**src/rtl/redraw_scheduler.sv**
```systemverilog
// Redraw scheduler: tracks dirty grid cells and sequences one border draw and
// one content draw per dirty cell into the drawBox renderer, handshaking on
// its busy flag.
//
//   state   | meaning
//   --------+------------------------------------------------------------
//   IDLE    | nothing to draw; leave as soon as any cell is dirty
//   SCAN    | test one cell per cycle in raster order, latch the first dirty one
//   ISSUE_B | wait for renderer idle, then pulse d_cursor
//   WAIT_B  | wait for busy to rise (bounded), then for busy to fall
//   ISSUE_C | wait for renderer idle, then pulse d_reveal
//   WAIT_C  | as WAIT_B; on completion step to the next cell and rescan
module redraw_scheduler #(
    parameter int GRID_SIZE  = 3,
    parameter int GRID_BIT   = 4,
    parameter int STATE_SIZE = 4,
    parameter int CELL_PITCH = 9,
    parameter int START_TMO  = 4
) (
    input  logic                                     clock,
    input  logic                                     resetn,
    input  logic                                     full_redraw,
    input  logic [GRID_SIZE*GRID_SIZE-1:0]           cursorGrid,
    input  logic [GRID_SIZE*GRID_SIZE-1:0]           revealGrid,
    input  logic [STATE_SIZE*GRID_SIZE*GRID_SIZE-1:0] states,
    input  logic                                     box_busy,
    output logic [7:0]                               box_px,
    output logic [6:0]                               box_py,
    output logic                                     cursor_bit,
    output logic                                     reveal_bit,
    output logic [STATE_SIZE-1:0]                    state,
    output logic                                     d_cursor,
    output logic                                     d_reveal,
    output logic                                     idle
);

    localparam int N  = GRID_SIZE * GRID_SIZE;
    localparam int KW = (N > 1) ? $clog2(N) : 1;
    localparam int TW = (START_TMO > 1) ? $clog2(START_TMO + 1) : 1;

    typedef enum logic [2:0] {
        S_IDLE,
        S_SCAN,
        S_ISSUE_B,
        S_WAIT_B,
        S_ISSUE_C,
        S_WAIT_C
    } fsm_t;

    fsm_t                  fsm_q, fsm_d;
    logic [N-1:0]          dirty_q, dirty_d;
    logic [N-1:0]          shadow_c_q, shadow_c_d;
    logic [N-1:0]          shadow_r_q, shadow_r_d;
    logic [GRID_BIT-1:0]   cx_q, cx_d;
    logic [GRID_BIT-1:0]   cy_q, cy_d;
    logic [TW-1:0]         tmo_q, tmo_d;
    logic                  seen_q, seen_d;
    logic [7:0]            px_q, px_d;
    logic [6:0]            py_q, py_d;
    logic                  cbit_q, cbit_d;
    logic                  rbit_q, rbit_d;
    logic [STATE_SIZE-1:0] st_q, st_d;
    logic                  d_cursor_q, d_cursor_d;
    logic                  d_reveal_q, d_reveal_d;

    logic [KW-1:0]         k_idx;
    logic [N-1:0]          set_mask;
    logic [N-1:0]          clr_mask;
    logic [GRID_BIT-1:0]   cx_next, cy_next;
    logic                  wait_done;

    // Cell index of (cx,cy) and raster successor with wrap at the last cell.
    always_comb begin
        k_idx = KW'((GRID_SIZE - 1 - int'(cx_q)) + (GRID_SIZE - 1 - int'(cy_q)) * GRID_SIZE);
        cx_next = cx_q + GRID_BIT'(1);
        cy_next = cy_q;
        if (cx_q == GRID_BIT'(GRID_SIZE - 1)) begin
            cx_next = '0;
            cy_next = (cy_q == GRID_BIT'(GRID_SIZE - 1)) ? '0 : cy_q + GRID_BIT'(1);
        end
    end

    // Next-state logic: dirty tracking plus the draw sequencer.
    always_comb begin
        fsm_d      = fsm_q;
        cx_d       = cx_q;
        cy_d       = cy_q;
        tmo_d      = tmo_q;
        seen_d     = seen_q;
        px_d       = px_q;
        py_d       = py_q;
        cbit_d     = cbit_q;
        rbit_d     = rbit_q;
        st_d       = st_q;
        d_cursor_d = 1'b0;
        d_reveal_d = 1'b0;
        clr_mask   = '0;
        wait_done  = 1'b0;
        shadow_c_d = cursorGrid;
        shadow_r_d = revealGrid;
        set_mask   = (cursorGrid ^ shadow_c_q) | (revealGrid ^ shadow_r_q) | {N{full_redraw}};

        case (fsm_q)
            S_IDLE: begin
                if (dirty_q != '0) fsm_d = S_SCAN;
            end
            S_SCAN: begin
                if (dirty_q == '0) begin
                    fsm_d = S_IDLE;
                end else if (dirty_q[k_idx]) begin
                    clr_mask = N'(1) << k_idx;
                    px_d     = 8'(int'(cx_q) * CELL_PITCH);
                    py_d     = 7'(int'(cy_q) * CELL_PITCH);
                    cbit_d   = cursorGrid[k_idx];
                    rbit_d   = revealGrid[k_idx];
                    st_d     = STATE_SIZE'(states >> (int'(k_idx) * STATE_SIZE));
                    fsm_d    = S_ISSUE_B;
                end else begin
                    cx_d = cx_next;
                    cy_d = cy_next;
                end
            end
            S_ISSUE_B, S_ISSUE_C: begin
                if (!box_busy) begin
                    tmo_d  = TW'(START_TMO - 1);
                    seen_d = 1'b0;
                    if (fsm_q == S_ISSUE_B) begin
                        d_cursor_d = 1'b1;
                        fsm_d      = S_WAIT_B;
                    end else begin
                        d_reveal_d = 1'b1;
                        fsm_d      = S_WAIT_C;
                    end
                end
            end
            S_WAIT_B, S_WAIT_C: begin
                // A renderer that never acknowledges is given up on after START_TMO cycles.
                if (!seen_q) begin
                    if (box_busy)            seen_d    = 1'b1;
                    else if (tmo_q == '0)    wait_done = 1'b1;
                    else                     tmo_d     = tmo_q - TW'(1);
                end else if (!box_busy) begin
                    wait_done = 1'b1;
                end
                if (wait_done) begin
                    if (fsm_q == S_WAIT_B) begin
                        fsm_d = S_ISSUE_C;
                    end else begin
                        cx_d  = cx_next;
                        cy_d  = cy_next;
                        fsm_d = S_SCAN;
                    end
                end
            end
            default: fsm_d = S_IDLE;
        endcase

        // A new change on a bit wins over the scan clearing it this cycle.
        dirty_d = (dirty_q & ~clr_mask) | set_mask;
    end

    // State and output registers; reset leaves every cell dirty so the board redraws.
    always_ff @(posedge clock or negedge resetn) begin
        if (!resetn) begin
            fsm_q      <= S_IDLE;
            dirty_q    <= '1;
            shadow_c_q <= '0;
            shadow_r_q <= '0;
            cx_q       <= '0;
            cy_q       <= '0;
            tmo_q      <= '0;
            seen_q     <= 1'b0;
            px_q       <= '0;
            py_q       <= '0;
            cbit_q     <= 1'b0;
            rbit_q     <= 1'b0;
            st_q       <= '0;
            d_cursor_q <= 1'b0;
            d_reveal_q <= 1'b0;
        end else begin
            fsm_q      <= fsm_d;
            dirty_q    <= dirty_d;
            shadow_c_q <= shadow_c_d;
            shadow_r_q <= shadow_r_d;
            cx_q       <= cx_d;
            cy_q       <= cy_d;
            tmo_q      <= tmo_d;
            seen_q     <= seen_d;
            px_q       <= px_d;
            py_q       <= py_d;
            cbit_q     <= cbit_d;
            rbit_q     <= rbit_d;
            st_q       <= st_d;
            d_cursor_q <= d_cursor_d;
            d_reveal_q <= d_reveal_d;
        end
    end

    assign box_px     = px_q;
    assign box_py     = py_q;
    assign cursor_bit = cbit_q;
    assign reveal_bit = rbit_q;
    assign state      = st_q;
    assign d_cursor   = d_cursor_q;
    assign d_reveal   = d_reveal_q;
    assign idle       = (fsm_q == S_IDLE) && (dirty_q == '0);

endmodule

```
**config.mk**
```make
export PLATFORM = sky130hd
export DESIGN_NAME = redraw_scheduler
export DESIGN_NICKNAME = d
export VERILOG_FILES = /design/src/rtl/redraw_scheduler.sv
export SDC_FILE = /design/constraint.sdc
export NUM_CORES = 1
export LEC_CHECK = 0
export ABC_AREA = 1
export ABC_CLOCK_PERIOD_IN_PS = 3400
export BUFFER_PORTS_ARGS = -buffer_cell sky130_fd_sc_hd__buf_2
export CORE_UTILIZATION = 30
export CTS_CLUSTER_SIZE = 28
export DETAILED_ROUTE_END_ITERATION = 8
export PLACE_DENSITY = 0.55
export SLEW_MARGIN = 20
export SYNTH_ARGS = -nofsm -noshare
export SYNTH_HDL_FRONTEND = slang
export SYNTH_SLANG_ARGS = --single-unit
export TNS_END_PERCENT = 1
```
**constraint.sdc**
```tcl
create_clock -name clock -period 3.4 [get_ports clock]
set_clock_uncertainty 0.2 [all_clocks]
set_input_delay 0.68 -clock clock [delete_from_list [all_inputs] [get_ports clock]]
set_output_delay 0.68 -clock clock [all_outputs]
set_load 0.1 [all_outputs]
```
==> out/qor.txt <==
Yosys warning count: 0
CTS tree: built
number of synthesized flops with an enable pin: 0
Post-synth top cells: nand2_1, dfrtp_1, inv_1
synthesized instance count: 491
fin cells: 779
Routed WL: 10500 um
Root Driver: clkbuf_16
Mapped Area: 3970 um^2
Worst-path clk slew: 0.05 ns
Crit Path Max Fanout: 7
crit path capture type: flip-flop
drt pass-1 iters: 4
library cells used by synthesis: 36
status: complete, but fails checks
Nets: 680
worst hold slack: 0.0422 ns
final hold violation count: 0
leading area contributor after synthesis: dfrtp_1
Core Util, Final: 41.2%
fmax: 0.292 GHz
area grow syn2layout: 32.8%
PortBufs: 81
# setup viols final: 10
final slew viol count: 0
routed vias: 3673
Top Ports: 82
die area: 13700 um^2
Die Y: 117 um
post-route minimum period: 3.43 ns
R2R setup slack: -0.03 ns
Initial Util: 31.0%
H-tree levels: 3
core area: 12800 um^2
first-pass GRT wire length: 17800 um
largest net degree at the start of global routing: 51
register area share after synthesis: 41.3%
Avg WL per Cell: 13.5 um
vias in the first global route: 3757
synthesis-stage register bit count: 65
DRC viols: 0
Worst Hold Class: input port to async pin
row cnt: 41
fin crit share: 101%
die width: 117 um
Synth area leaders: dfrtp_1, nand2_1, dfstp_2
top cell type's share of synthesized area: 35.3%
DP HPWL: 7840 um
DP Cell Count: 755
clock sink total: 65
initial antenna violation count: 0
share of cells above drive strength 1: 29.2%
r2r worst-path depth: 16
final-layout fill cell count: 1298
RR Endpoint: cy_q[1]
Max Cap Viol: 0
WP data required: 3.47 ns
Starting DRT DRC Count: 113
DRT antenna net count: 0
Mapped Avg Cell Area: 8.08 um^2
Hold Buf Count CTS: 0
crit path kind: flip-flop to flip-flop
top_reg_cell synth: dfrtp_1
most frequent cell after synthesis: nand2_1
worst-margin pin slew: 0.857 ns
Async S/R FF share, synth: 100%
CP arrival: 3.50 ns
GPL Wtd Cong: 0.831
RSZ-0062 raised after global routing: true
Syn Nets: 570
CP startpoint kind: flip-flop
Longest Clk Path Bufs: 2
reg2reg start: cy_q[0]
global route overflow: 0
max_slew headroom: 42.6%
CTS buffer count: 9
Via density: 4.72
fin worst setup slack: -0.0300 ns
worst skew pair latency: 0.34 ns
GRT Total Usage: 17.3%
failing checks: negative setup slack
[routing by layer]
metal / up-vias / share of wire, % / GRT usage [%]
met2: 110 / 47 / 29.0
met5: - / 0 / 0
met4: 0 / 2.1 / 6.58
li1: 1833 / - / -
met3: 16 / 6.0 / 6.13
met1: 1714 / 45 / 20.3
[worst max-delay path, stage by stage (launching register included)]
cell and delay [ns]:
dfrtp_2 0.43, inv_2 0.09, ha_4 0.21, ha_4 0.26, inv_2 0.03, fa_1 0.49, inv_2 0.05, ha_4 0.26
a21o_1 0.18, a31oi_4 0.21, inv_2 0.08, nand3_4 0.11, nand3b_1 0.18, nand3_4 0.23, clkbuf_16 0.19, nand4_1 0.07
nand2_1 0.08
[logic make-up (layout without fill, tap and decap cells)]
group	Yosys count	count (layout)	share of synthesized area [%]
xor+xnor	26	26	5.93
other cells	0	1	0
compound gates	70	70	10.4
fa+ha+maj	21	21	7.19
simple gates	242	243	28.3
flops	65	65	41.3
buf+inv	67	181	6.88
[how the worst max path moves through the flow]
| stage | start | endpoint | slack, ns | cells past startpoint |
|---|---|---|---|---|
| final | cy_q[0] | cy_q[1] | -0.03 | 16 |
| after detailed placement | cy_q[0] | fsm_q[2] | -0.02 | 17 |
| after floorplan | cy_q[0] | state[1] | 0.01 | 17 |
| after global placement | cy_q[1] | fsm_q[1] | 0.04 | 16 |
| after global routing | cy_q[0] | box_px[6] | -0.18 | 17 |
| after CTS | cy_q[0] | fsm_q[2] | -0.03 | 17 |
[area by class of cell]
type | instances | area [um^2] | area share [%]
Sequential cell | 65 | 1640 | 31.1
Multi-Input combinational cell | 360 | 2160 | 41.1
Inverter | 53 | 199 | 3.78
Clock inverter | 3 | 65.1 | 1.24
Clock buffer | 13 | 250 | 4.75
Tap cell | 172 | 215 | 4.09
Timing Repair Buffer | 112 | 732 | 13.9
Antenna cell | 1 | 2.50 | 0.0475
[through the flow]
stage / TNS (ns) / instance area (um^2) / worst slack (ns)
detailed placement: -0.0621 / 4790 / -0.0212
floorplan: 0 / 4040 / 0.0111
global route: -5.99 / 5260 / -0.177
CTS: -0.205 / 5110 / -0.0304
finish: -0.116 / 5270 / -0.0300
global placement: 0 / 4790 / 0.0358
[timing repair]
item | 4_1_cts | 5_1_grt
endpoints found under the setup margin | 31 | 40
cloned | 0 | 4
buffers inserted | 0 | 3
resized for setup | 3 | 12
pin swaps | 1 | 11
hold endpoints to repair | 0 | 0
[placed cells by master (no fill, tap or decap), drive strengths merged, types with 7 or more instances in the layout]
master	instances
a22oi	10
dfrtp	56
clkbuf	16
nor3	9
buf	109
inv	53
dfstp	9
a21oi	8
ha	18
xor2	21
nand4	12
o21ai	41
nor2	26
nand3b	7
nand2	144
nand3	42
[sequential cells by signal, indices dropped and copies added, names as in the netlist, 4 cells and up]
| name | count |
|---|---|
| box_py | 7 |
| cx_q | 4 |
| cy_q | 4 |
| box_px | 8 |
| shadow_c_q | 9 |
| state | 4 |
| dirty_q | 9 |
| shadow_r_q | 9 |
Power is left out: the tool's default activity adds up to more than one toggle a clock period on the data nets, which glitch-free logic cannot reach.
